==> config.mk <==
export PLATFORM = sky130hd
export DESIGN_NAME = ymultictrl
export DESIGN_NICKNAME = d
export VERILOG_FILES = /design/src/rtl/ymultictrl.sv
export SDC_FILE = /design/constraint.sdc
export NUM_CORES = 1
export LEC_CHECK = 0
export BUFFER_PORTS_ARGS = -buffer_cell sky130_fd_sc_hd__buf_4
export CORE_MARGIN = 1.5
export CORE_UTILIZATION = 26
export DETAILED_ROUTE_END_ITERATION = 7
export PLACE_DENSITY = 0.48
export SLEW_MARGIN = 30
export SYNTH_ARGS = -nofsm -noshare
export SYNTH_HDL_FRONTEND = slang
export SYNTH_SLANG_ARGS = --single-unit
==> constraint.sdc <==
create_clock -name clk -period 3.6 [get_ports clk]
set_clock_uncertainty 0.05 [all_clocks]
set_input_delay 0.54 -clock clk [delete_from_list [all_inputs] [get_ports clk]]
set_output_delay 0.54 -clock clk [all_outputs]
set_load 0.1 [all_outputs]
==> src/rtl/ymultictrl.sv <==
// rtl/ymultictrl.sv - multi-cycle control sequencer for the yChip datapath
//
// Steps each instruction through FETCH/DECODE/EXEC/MEM/WB. It stalls on slow
// memory, takes interrupts at instruction boundaries and counts retired
// instructions.
//
// Ports:
//   clk, rst_n          clock, asynchronous active-low reset
//   ins                 instruction register contents (valid from DECODE on)
//   INT                 level interrupt request, sampled on the clock edge
//   mem_ready           memory completes the current access this cycle
//   zero                ALU zero flag (used in BEQ EXEC)
//   pc_write, pc_sel    PC load strobe / source (00 PC+4, 01 target, 10 entryPoint)
//   ir_write            latch fetched word into IR
//   RegDst .. jump      datapath control lines
//   op                  ALU op (010 add, 110 sub, 000 and, 001 or, 111 slt)
//   int_ack             one-cycle pulse when the interrupt vector is taken
//   fault               sticky: illegal instruction or memory timeout
//   retired             instructions completed since reset (wraps)
module ymultictrl #(
    parameter int WAIT_MAX = 8,
    parameter int RET_W    = 32
) (
    input  logic             clk,
    input  logic             rst_n,
    input  logic [31:0]      ins,
    input  logic             INT,
    input  logic             mem_ready,
    input  logic             zero,
    output logic             pc_write,
    output logic [1:0]       pc_sel,
    output logic             ir_write,
    output logic             RegDst,
    output logic             RegWrite,
    output logic             ALUSrc,
    output logic             MemRead,
    output logic             MemWrite,
    output logic             Mem2Reg,
    output logic             branch,
    output logic             jump,
    output logic [2:0]       op,
    output logic             int_ack,
    output logic             fault,
    output logic [RET_W-1:0] retired
);

    localparam logic [2:0] S_FETCH  = 3'd0;
    localparam logic [2:0] S_DECODE = 3'd1;
    localparam logic [2:0] S_EXEC   = 3'd2;
    localparam logic [2:0] S_MEM    = 3'd3;
    localparam logic [2:0] S_WB     = 3'd4;
    localparam logic [2:0] S_INTR   = 3'd5;
    localparam logic [2:0] S_TRAP   = 3'd6;

    localparam logic [2:0] OP_ADD = 3'b010;
    localparam logic [2:0] OP_SUB = 3'b110;
    localparam logic [2:0] OP_AND = 3'b000;
    localparam logic [2:0] OP_OR  = 3'b001;
    localparam logic [2:0] OP_SLT = 3'b111;

    localparam logic [7:0] WAIT_LAST = 8'(WAIT_MAX - 1);

    logic [2:0]       state_q, state_d;
    logic [7:0]       wait_q, wait_d;
    logic             int_pending_q, int_pending_d;
    logic [RET_W-1:0] retired_q, retired_d;
    logic             retire;

    // Instruction class decode
    logic [6:0] opc;
    logic [2:0] funct3;
    logic       is_r, is_i, is_lw, is_sw, is_beq, is_jal, legal_op;
    logic       f3_ok;
    logic [2:0] alu_op;

    assign opc      = ins[6:0];
    assign funct3   = ins[14:12];
    assign is_r     = (opc == 7'b0110011);
    assign is_i     = (opc == 7'b0010011);
    assign is_lw    = (opc == 7'b0000011);
    assign is_sw    = (opc == 7'b0100011);
    assign is_beq   = (opc == 7'b1100011);
    assign is_jal   = (opc == 7'b1101111);
    assign legal_op = is_r | is_i | is_lw | is_sw | is_beq | is_jal;

    always_comb begin
        f3_ok  = 1'b1;
        alu_op = OP_ADD;
        case (funct3)
            3'b000:  alu_op = (is_r && ins[30]) ? OP_SUB : OP_ADD;
            3'b111:  alu_op = OP_AND;
            3'b110:  alu_op = OP_OR;
            3'b010:  alu_op = OP_SLT;
            default: f3_ok  = 1'b0;
        endcase
    end

    // Next-state logic
    always_comb begin
        state_d       = state_q;
        wait_d        = wait_q;
        int_pending_d = int_pending_q;
        retire        = 1'b0;

        case (state_q)
            S_FETCH, S_MEM: begin
                if (mem_ready) begin
                    wait_d = 8'd0;
                    if (state_q == S_FETCH) begin
                        state_d = S_DECODE;
                    end else if (is_lw) begin
                        state_d = S_WB;
                    end else begin
                        state_d = S_FETCH;
                        retire  = 1'b1;
                    end
                end else if (wait_q == WAIT_LAST) begin
                    wait_d  = 8'd0;
                    state_d = S_TRAP;
                end else begin
                    wait_d = wait_q + 8'd1;
                end
            end
            S_DECODE: state_d = legal_op ? S_EXEC : S_TRAP;
            S_EXEC: begin
                if (is_r || is_i) begin
                    state_d = f3_ok ? S_WB : S_TRAP;
                end else if (is_lw || is_sw) begin
                    state_d = S_MEM;
                end else if (is_beq || is_jal) begin
                    state_d = S_FETCH;
                    retire  = 1'b1;
                end else begin
                    state_d = S_TRAP;
                end
            end
            S_WB: begin
                state_d = S_FETCH;
                retire  = 1'b1;
            end
            S_INTR:  state_d = S_FETCH;
            S_TRAP:  state_d = S_TRAP;
            default: state_d = S_FETCH;
        endcase

        // Instruction boundary: a pending interrupt replaces the next fetch.
        // Leaving INTR itself is not a boundary, otherwise the pending bit
        // being cleared on that same edge would loop straight back.
        if (state_d == S_FETCH && state_q != S_FETCH && state_q != S_INTR
                && int_pending_q) begin
            state_d = S_INTR;
        end

        // Set has priority over the clear in INTR
        if (state_q == S_INTR) begin
            int_pending_d = 1'b0;
        end
        if (INT && state_q != S_TRAP) begin
            int_pending_d = 1'b1;
        end

        retired_d = retired_q + {{(RET_W-1){1'b0}}, retire};
    end

    always_ff @(posedge clk or negedge rst_n) begin
        if (!rst_n) begin
            state_q       <= S_FETCH;
            wait_q        <= 8'd0;
            int_pending_q <= 1'b0;
            retired_q     <= '0;
        end else begin
            state_q       <= state_d;
            wait_q        <= wait_d;
            int_pending_q <= int_pending_d;
            retired_q     <= retired_d;
        end
    end

    // Output decode from state and instruction. The fetch write enables are
    // qualified by mem_ready since IR/PC may only load on the completing cycle.
    always_comb begin
        pc_write = 1'b0;
        pc_sel   = 2'b00;
        ir_write = 1'b0;
        RegDst   = 1'b0;
        RegWrite = 1'b0;
        ALUSrc   = 1'b0;
        MemRead  = 1'b0;
        MemWrite = 1'b0;
        Mem2Reg  = 1'b0;
        branch   = 1'b0;
        jump     = 1'b0;
        op       = OP_ADD;
        int_ack  = 1'b0;
        fault    = 1'b0;

        case (state_q)
            S_FETCH: begin
                MemRead  = 1'b1;
                ir_write = mem_ready;
                pc_write = mem_ready;
            end
            S_INTR: begin
                pc_write = 1'b1;
                pc_sel   = 2'b10;
                int_ack  = 1'b1;
            end
            S_EXEC, S_MEM, S_WB: begin
                // ALU controls stay put through MEM/WB so the result/address is stable
                if (is_r || is_i) begin
                    op     = alu_op;
                    ALUSrc = is_i;
                end else if (is_lw || is_sw) begin
                    ALUSrc = 1'b1;
                end else if (is_beq) begin
                    op = OP_SUB;
                end
                if (state_q == S_EXEC) begin
                    if (is_beq) begin
                        branch   = 1'b1;
                        pc_write = zero;
                        pc_sel   = zero ? 2'b01 : 2'b00;
                    end
                    if (is_jal) begin
                        jump     = 1'b1;
                        pc_write = 1'b1;
                        pc_sel   = 2'b01;
                        RegWrite = 1'b1;
                    end
                end else if (state_q == S_MEM) begin
                    MemRead  = is_lw;
                    MemWrite = is_sw;
                end else begin
                    RegWrite = 1'b1;
                    RegDst   = is_r;
                    Mem2Reg  = is_lw;
                end
            end
            S_TRAP:  fault = 1'b1;
            default: ;
        endcase

        // Hold every strobe low while reset is asserted
        if (!rst_n) begin
            pc_write = 1'b0;
            ir_write = 1'b0;
            MemRead  = 1'b0;
            MemWrite = 1'b0;
            RegWrite = 1'b0;
            fault    = 1'b0;
        end
    end

    assign retired = retired_q;

endmodule

# After elaboration in Yosys (flattened, before gate mapping)
# Index checks and enable logic that the tools add are counted.
# word_totals
inputBits	37
word_cells	116
regBits	44
# op_classes
reduce_logical	16
n_eq_ne	18
bitwise	5
n_addsub	2
n_mux	71
# ops
operator	n
two-way mux 1 bit	46
two-way mux 3 bit	14
adder 32 x 1 -> 32 bit	1
one-hot mux 3 bit (4 select lines)	2
two-way mux 8 bit	2
equality test 3 bit, second input constant	5
equality test 7 x 6 -> 1 bit, second input constant	2
equality test 7 bit, second input constant	2
equality test 3 x 2 -> 1 bit, second input constant	3
logical NOT 3 bit	3
adder 8 x 1 -> 8 bit, second input constant	1
equality test 8 x 3 -> 1 bit, second input constant	1
equality test 7 x 2 -> 1 bit, second input constant	1
equality test 7 x 5 -> 1 bit, second input constant	1
two-way mux 2 bit	3
inequality test 3 bit, second input constant	2
one-hot mux 1 bit (3 select lines)	2
logical AND 1 bit	5
OR 1 bit	5
one-hot mux 2 bit (2 select lines)	1
OR reduction 4 bit	1
equality test 3 x 1 -> 1 bit, second input constant	1
logical OR 1 bit	3
nonzero test 3 bit	1
4 further kinds	4

# Depth between registers and ports, before layout
# Gate-level depths: netlist of run 1.
# depth
ltp_word	13
mapped_depth	12

# Worst setup path before layout of run 1
# OpenSTA, ideal clock, no wires.
# synth_path
path_type	input -> output
start	input ins[4]
end	output pc_write
slack_ns	-1.279
t_required_ns	3.010
path_stages	4
path_buffers	0
arrival_time_ns	4.289
path_cell_list	and4b_1 -> nand4_1 -> a211oi_1 -> o21a_1
# synth_via
elab_chain_cells	6
word_cells_on_any_way	7
# synth_rtl
element	line	rtl
start, declared	26	input logic [31:0] ins,
equality test 7 bit	82	assign is_beq = (opc == 7'b1100011);
two-way mux 1 bit	219	if (is_beq) begin
two-way mux 1 bit (*)	224	if (is_jal) begin
two-way mux 1 bit (*)	218	if (state_q == S_EXEC) begin
one-hot mux 1 bit (3 select lines) (*)	197	case (state_q)
two-way mux 1 bit (*)	244	if (!rst_n) begin
end, declared	30	output logic pc_write,
# Mark *: on every way between the ends. The rest lies on a longest branch, timed or not.

# Final worst setup path of run 1
# layout_path
start	input ins[3]
end	register retired_q[28] (netlist: retired[28])
# layout_via
elab_chain_cells	7
word_cells_on_any_way	17
# layout_rtl
element	line	rtl
equality test 7 bit (on tied branches)	82, 83	
logical OR 1 bit	130	end else if (is_beq || is_jal) begin
two-way mux 1 bit	130	
two-way mux 1 bit	128	end else if (is_lw || is_sw) begin
two-way mux 1 bit	126	if (is_r || is_i) begin
one-hot mux 1 bit (3 select lines) (*)	105	case (state_q)
adder 32 x 1 -> 32 bit (*)	162	retired_d = retired_q + {{(RET_W-1){1'b0}}, retire};
via retired_d[28]	66	logic [RET_W-1:0] retired_q, retired_d;
end signal, assigned	175	retired_q <= retired_d;
end, declared	66	
# The timed path passes the listed nets; every way through them passes the cells marked *.
# A chain may end at the register's enable or synchronous reset.

==> flow_metrics.py, run 1 <==
metrics = {
    "run_status": {
        "status": "finished, final reports clean",
    },
    "clocking": {
        "numCtsBuffers": 5,
        "clkLatencyLatePin_ns": 0.30,
        "hold_buffers": 0,
        "clock-sinks": 44,
        "post_cts_resized": 0,
        "cts_buffer_depth": 2,
        "post_cts_buffers": 0,
        "cts_tree": "yes",
        "root_buffer": "clkbuf_8",
        "clk_pin_slew_ns": 0.09,
        "ctsHtreeMaxLevel": 2,
    },
    "sta": {
        "hold_viol": 0,
        "fin_tns_setup_ns": 0,
        "max_clock_freq_mhz": 354.8,
        "fin_crit_ns": 2.819,
        "maxSlewHeadroom_pct": 60.49,
        "setup_violations": 0,
        "fin_crit_sh_pct": 78.30,
        "slew_viol_final": 0,
        "rsz0062_at_grt": "false",
        "tightest_slew_ns": 0.5927,
    },
    "floorplan": {
        "core_mm2": 0.009153,
        "die_x_um": 99.85,
        "ios": 86,
        "die-area_mm2": 0.009969,
        "rows": 35,
        "initial_utilization_pct": 26.64,
        "dieHeight_um": 99.85,
    },
    "global_route": {
        "grt_max_degree": 29,
        "gr-total-overflow": 0,
        "grt.total_usage_pct": 12.05,
        "first_global_vias": 2040,
        "antenna_found_initial": 0,
        "grt_pass1_wl_mm": 9.715,
    },
    "hold_path": {
        "hp-class": "in2async",
    },
    "logic_synthesis": {
        "synth_edf_count": 0,
        "synth_top_area_share_pct": 45.15,
        "ys_ff_latch": 44,
        "synth_top_family_by_area": "simple AND/OR/NAND/NOR gates",
        "yosysSeqAreaShare_pct": 45.15,
        "synth_simple_gate_area_share_pct": 29.19,
        "synth-compound-area-share_pct": 10.47,
        "synthAdderAreaFrac_pct": 1.539,
        "synth.largest_area_cell": "dfrtp_1",
        "synth_area_mm2": 0.002439,
        "synth_most_common_cell": "dfrtp_1",
        "netlist_top_cells_area": "dfrtp_1, xor2_1, xnor2_1",
        "yosys_warnings": 0,
        "syn_nets": 296,
        "synth.distinct_cells": 46,
        "synth.avg_cell_area_um2": 9.526,
        "yosys-top-cells-count": "dfrtp_1, nand2_1, nor2_1, nand3_1, xor2_1",
        "synthXorXnorAreaFrac_pct": 11.13,
        "ys.flop_type": "dfrtp_1",
        "muxShareOfSynthArea_pct": 0.9236,
        "netlist_instances": 256,
        "ys_async_sr_fraction_pct": 100.0,
    },
    "pwr": {
        "pwr-share-comb_pct": 47.2,
        "p_clk_share_pct": 21.7,
        "powerDensity_mw_per_mm2": 631.5,
        "ir_worst_vdd_uv": 322.6,
        "p_sw_share_pct": 46.33,
        "seq_power_share_pct": 31.1,
        "p_leak_nw": 1.560,
        "intPower_w": 0.001104,
        "p_switching_w": 0.0009533,
    },
    "placement": {
        "dp_hpwl_mm": 4.515,
        "routabilityCongestion": 0.7346,
        "dp_cells": 435,
        "port_buffers": 64,
    },
    "final_layout": {
        "drive_gt1_share_pct": 29.31,
        "nNetsFinal": 371,
        "insertedDiodeCount": 0,
        "syn_to_final_growth_pct": 33.61,
        "stdcell_count": 442,
    },
    "routing": {
        "via_count": 2192,
        "drt_iter0_markers": 72,
        "avgViaCountPerCell": 4.959,
        "routed_wl_mm": 5.989,
        "ant_nets": 0,
        "wl_per_cell_um": 13.55,
        "drc": 0,
        "dr.pass1.iters": 4,
    },
    "critical_path": {
        "cp.required_ns": 3.77,
        "setup.worst_path.class": "in2reg",
        "start_kind": "input pin",
        "endpoint_kind": "flop",
        "crit_fanout": 5,
        "reg2regPathDepth": 10,
        "arrival_ns": 2.99,
    },
    "run": {
        "maxCapViolations": 0,
    },
}
-- logic make-up after synthesis --
| kind of cell | Yosys count |
|---|---|
| AO/OA/AOI/OAI | 40 |
| XOR/XNOR | 31 |
| adder cells (fa/ha/maj) | 3 |
| buffers and inverters | 10 |
| flip-flops | 44 |
| multiplexers | 2 |
| AND/OR/NAND/NOR | 126 |
-- placed cells by master, fill, tap and decap left out, types with 7 or more instances in the layout --
| master | instances |
|---|---|
| a21oi_1 | 8 |
| and3_1 | 7 |
| buf_4 | 71 |
| dfrtp_1 | 44 |
| inv_1 | 7 |
| nand2_1 | 28 |
| nand3_1 | 23 |
| nor2_1 | 22 |
| o21ai_0 | 12 |
| xnor2_1 | 15 |
| xor2_1 | 16 |
-- final cells by class --
cell class                 instances  area [um^2]
sequential                        44         1101
timing repair buffer              71        533.0
clock inverter                     2        60.06
inverter                           7        26.28
multi-input combinational        202         1330
clock buffer                       5        68.82
tap                              111        138.9
fill                             952         5894
-- power groups by stage --
| stage | sequential (W) | clock (W) | combinational [W] |
|---|---|---|---|
| after floorplan | 0.000864 | 0 | 0.000516 |
| after global placement | 0.000648 | 0 | 0.000973 |
| after detailed placement | 0.000648 | 0 | 0.000978 |
| after CTS | 0.000639 | 0.000457 | 0.000979 |
| final | 0.000640 | 0.000446 | 0.000971 |
| after global routing | 0.000652 | 0.000473 | 0.00105 |
-- worst paths after layout --
| path | from | end | slack [ns] |
|---|---|---|---|
| max | ins[3] | retired[28]$_DFF_PN0_ | 0.78 |
| min | rst_n | retired[12]$_DFF_PN0_ | 0.06 |
| max reg2reg | state_q[0]$_DFF_PN0_ | retired[28]$_DFF_PN0_ | 0.90 |
| min reg2reg | retired[31]$_DFF_PN0_ | retired[31]$_DFF_PN0_ | 0.43 |
| max in group asynchronous | rst_n | wait_q[1]$_DFFE_PN0P_ | 2.79 |
| min in group clk | retired[31]$_DFF_PN0_ | retired[31]$_DFF_PN0_ | 0.43 |
-- registers in the layout, indices dropped and copies added (netlist names) --
signal,count
int_pending_q,1
retired,32
state_q,3
wait_q,8
-- layer usage --
| metal | GRT usage, % | vias up | part of all wire (%) |
|---|---|---|---|
| met2 | 18.63 | 70 | 45 |
| met3 | 2.716 | 5 | 6.1 |
| met4 | 3.900 | 0 | 1.3 |
| met5 | 0 | - | 0 |
| li1 | - | 1064 | - |
| met1 | 16.72 | 1053 | 48 |
-- through the flow --
step           cell area (um^2)  setup slack, ns  total power, W  hold slack (ns)  utilization (%)
2_1_floorplan              2470          -0.2582        0.001381           0.1944                -
3_3_place_gp               3129           0.4185        0.001621           0.3908            34.19
5_1_grt                    3258           0.4464        0.002176          0.06620            35.60
6_report                   3258           0.7812        0.002057          0.05949            35.60
3_5_place_dp               3129           0.4255        0.001627           0.3905            34.19
4_1_cts                    3258           0.7423        0.002076          0.06072            35.60
-- worst max-delay path, cell delays in order --
cell and delay, ns:
buf_4 0.10, and4bb_2 0.28, nand2_1 0.20, nor2_1 0.09
o22a_1 0.20, o21ai_0 0.18, ha_1 0.20, ha_1 0.20
nand2_1 0.19, nor4_4 0.23, nand4_1 0.25, nor2_1 0.17
xor2_1 0.17
No activity file was read; power rests on OpenSTA's default activity.
==> run 2, diff against run 1 <==
--- a/config.mk
+++ b/config.mk
@@ -5,11 +5,12 @@
 export SDC_FILE = /design/constraint.sdc
 export NUM_CORES = 1
 export LEC_CHECK = 0
+export ABC_AREA = 1
 export BUFFER_PORTS_ARGS = -buffer_cell sky130_fd_sc_hd__buf_4
 export CORE_MARGIN = 1.5
 export CORE_UTILIZATION = 26
 export DETAILED_ROUTE_END_ITERATION = 7
-export PLACE_DENSITY = 0.48
+export PLACE_DENSITY = 0.47
 export SLEW_MARGIN = 30
 export SYNTH_ARGS = -nofsm -noshare
 export SYNTH_HDL_FRONTEND = slang
==> constraint.sdc (replaced) <==
create_clock -name clk -period 2.8 [get_ports clk]
set_clock_uncertainty 0.05 [all_clocks]
set_input_delay 0.42 -clock clk [delete_from_list [all_inputs] [get_ports clk]]
set_output_delay 0.42 -clock clk [all_outputs]
set_load 0.1 [all_outputs]
==> flow_metrics.py, run 2 <==
metrics = {
    "critical_path": {
        "max_stage_delay_ns": 0.47,
        "reg2reg_to": "retired[24]$_DFF_PN0_",
        "reg2regPathDepth": 13,
        "crit_slowest_cell": "dfrtp_1",
        "setup.worst_path.class": "reg2reg",
        "rr_startpoint": "state_q[2]$_DFF_PN0_",
        "crit_buf_inv": 2,
        "arrival_ns": 2.67,
        "path_cells": "inv_2, nand3_2, nor2_1, nand2_1, nand3_1, ha_1, ha_1, inv_2, nor3_4, nand3_4, nor2_2, nand2_1, xnor2_2",
        "endpoint_kind": "flop",
        "crit_family": "simple AND/OR/NAND/NOR gates",
        "start_kind": "flop",
        "cp.required_ns": 2.94,
        "reg2reg_slack_ns": 0.26,
        "crit_fanout": 8,
    },
    "clocking": {
        "cts_buffer_depth": 2,
        "hold_buffers": 0,
        "numCtsBuffers": 5,
        "ctsHtreeMaxLevel": 2,
        "clkLatencyLatePin_ns": 0.29,
        "cts_tree": "yes",
        "post_cts_resized": 0,
        "post_cts_buffers": 0,
        "clock-sinks": 44,
        "clk_pin_slew_ns": 0.09,
        "root_buffer": "clkbuf_8",
    },
    "logic_synthesis": {
        "synth.distinct_cells": 35,
        "syn_nets": 379,
        "netlist_top_cells_area": "dfrtp_1, nand2_1, xor2_1",
        "yosys_warnings": 0,
        "ys_async_sr_fraction_pct": 100.0,
        "ys.flop_type": "dfrtp_1",
        "synth.largest_area_cell": "dfrtp_1",
        "synth_top_area_share_pct": 40.15,
        "synth.avg_cell_area_um2": 8.090,
        "yosysSeqAreaShare_pct": 40.15,
        "synth_edf_count": 0,
        "ys_ff_latch": 44,
        "synth_area_mm2": 0.002743,
        "synth_most_common_cell": "nand2_1",
        "yosys-top-cells-count": "nand2_1, dfrtp_1, nor2_1, inv_1, xor2_1",
        "netlist_instances": 339,
    },
    "global_route": {
        "grt_max_degree": 45,
        "grt_pass1_wl_mm": 11.79,
        "use_met1_pct": 17.59,
        "antenna_found_initial": 0,
        "grt_use_met2_pct": 21.80,
        "met3_usage_pct": 2.659,
        "gr-total-overflow": 0,
        "first_global_vias": 2407,
        "grt.total_usage_pct": 13.18,
        "busiest_layer": "met2",
    },
    "floorplan": {
        "die_x_um": 105.7,
        "initial_utilization_pct": 26.69,
        "die-area_mm2": 0.01117,
        "ios": 86,
        "rows": 37,
        "core_mm2": 0.01028,
        "dieHeight_um": 105.7,
    },
    "sta": {
        "maxSlewHeadroom_pct": 62.24,
        "hold_viol": 0,
        "fin_ws_ns": 0.2619,
        "fin_crit_ns": 2.538,
        "tightest_slew_ns": 0.5664,
        "fin_crit_sh_pct": 90.65,
        "setup_violations": 0,
        "rsz0062_at_grt": "false",
        "slew_viol_final": 0,
        "fin_tns_setup_ns": 0,
        "max_clock_freq_mhz": 394.0,
    },
    "routing": {
        "drc": 0,
        "via_count": 2420,
        "wl_per_cell_um": 12.72,
        "routed_wl_mm": 6.995,
        "avgViaCountPerCell": 4.400,
        "ant_nets": 0,
        "drt_iter0_markers": 86,
        "dr.pass1.iters": 4,
    },
    "placement": {
        "port_buffers": 64,
        "dp_hpwl_mm": 5.667,
        "dpl_worst_slack_ns": 0.1391,
        "post_dp_cell_area_mm2": 0.003460,
        "routabilityCongestion": 0.8337,
    },
    "run": {
        "maxCapViolations": 0,
    },
    "final_layout": {
        "largest_register_ffs": 32,
        "final_cell_mix": "nand2_1, buf_4, dfrtp_1",
        "seq_area_mm2": 0.001101,
        "fin_util_pct": 34.58,
        "syn_to_final_growth_pct": 29.56,
        "fillCellCount": 1138,
        "stdcell_area_mm2": 0.003553,
        "multi_input_area_mm2": 0.001529,
        "drive_gt1_share_pct": 31.88,
        "nNetsFinal": 453,
        "layout_commonest_cell": "nand2_1",
        "insertedDiodeCount": 0,
    },
    "pwr": {
        "ir_worst_vdd_uv": 748.9,
        "powerDensity_mw_per_mm2": 763.3,
        "p_leak_nw": 1.695,
    },
    "hold_path": {
        "hp-class": "in2async",
    },
    "run_status": {
        "status": "finished, final reports clean",
    },
}
[run 2: cell types whose count changed in the layout (fill, tap and decap cells not counted), sizes merged, moves of 5 or more]
cell / previous run / this run
and3: 7 / 0
inv: 7 / 39
nor2: 24 / 57
nand2b: 6 / 1
nor3: 8 / 25
xor2: 16 / 21
nand2: 28 / 85
xnor2: 15 / 8
a21oi: 8 / 13
o21ai: 12 / 5
[run 2: area by class of cell]
type / count / share of cell area [%]
clock buffers: 7 / 2.430
clock inverters: 1 / 0.2113
inverters: 39 / 4.190
multi-input cells: 255 / 43.03
flip-flops and latches: 44 / 30.99
well taps: 136 / 4.789
repair buffers: 68 / 14.37
[run 2: how the worst max path moves through the flow]
stage                    startpoint                     to  slack, ns  depth (start not counted)
2_1_floorplan  state_q[1]$_DFF_PN0_               pc_write      -0.34                          5
3_3_place_gp                 ins[4]  retired[24]$_DFF_PN0_       0.14                         16
3_5_place_dp                 ins[4]  retired[24]$_DFF_PN0_       0.14                         16
4_1_cts        state_q[2]$_DFF_PN0_  retired[24]$_DFF_PN0_       0.23                         13
5_1_grt        state_q[2]$_DFF_PN0_  retired[24]$_DFF_PN0_       0.02                         13
6_report       state_q[2]$_DFF_PN0_  retired[24]$_DFF_PN0_       0.26                         13
[run 2: worst register-to-register path: stages, from the launching register on]
cell     delay, ns
dfrtp_1       0.47
inv_2         0.16
nand3_2       0.12
nor2_1        0.17
nand2_1       0.09
nand3_1       0.08
ha_1          0.23
ha_1          0.21
inv_2         0.06
nor3_4        0.21
nand3_4       0.19
nor2_2        0.16
nand2_1       0.11
xnor2_2       0.14
[run 2: where the power goes]
| group | leakage (nW) | internal (W) | switching [W] |
|---|---|---|---|
| Sequential | 0.574 | 0.000745 | 0.000136 |
| Clock | 0.0445 | 0.000201 | 0.000218 |
| Combinational | 1.08 | 0.000337 | 0.00108 |
[run 2: logic make-up (layout without fill, tap and decap cells)]
group | after synthesis | in the layout | share of synthesized area, %
flip-flops | 44 | 44 | 40.15
XOR/XNOR | 29 | 29 | 9.808
AO/OA/AOI/OAI | 22 | 22 | 4.517
buffers and inverters | 40 | 115 | 5.840
AND/OR/NAND/NOR | 201 | 201 | 38.32
adder cells (fa/ha/maj) | 3 | 3 | 1.369
[run 2: through the flow]
step,total power (W),cells,hold WS (ns)
detailed placement,0.002325,542,0.4210
global route,0.002894,550,0.2369
floorplan,0.002012,339,0.07441
finish,0.002712,550,0.1836
global placement,0.002317,542,0.4199
CTS,0.002755,550,0.2204
[run 2: metal layers]
metal | share of wire, % | wire (um)
met5 | 0 | 0
met1 | 46 | 3235
met3 | 5.5 | 388
met2 | 47 | 3278
met4 | 1.3 | 93
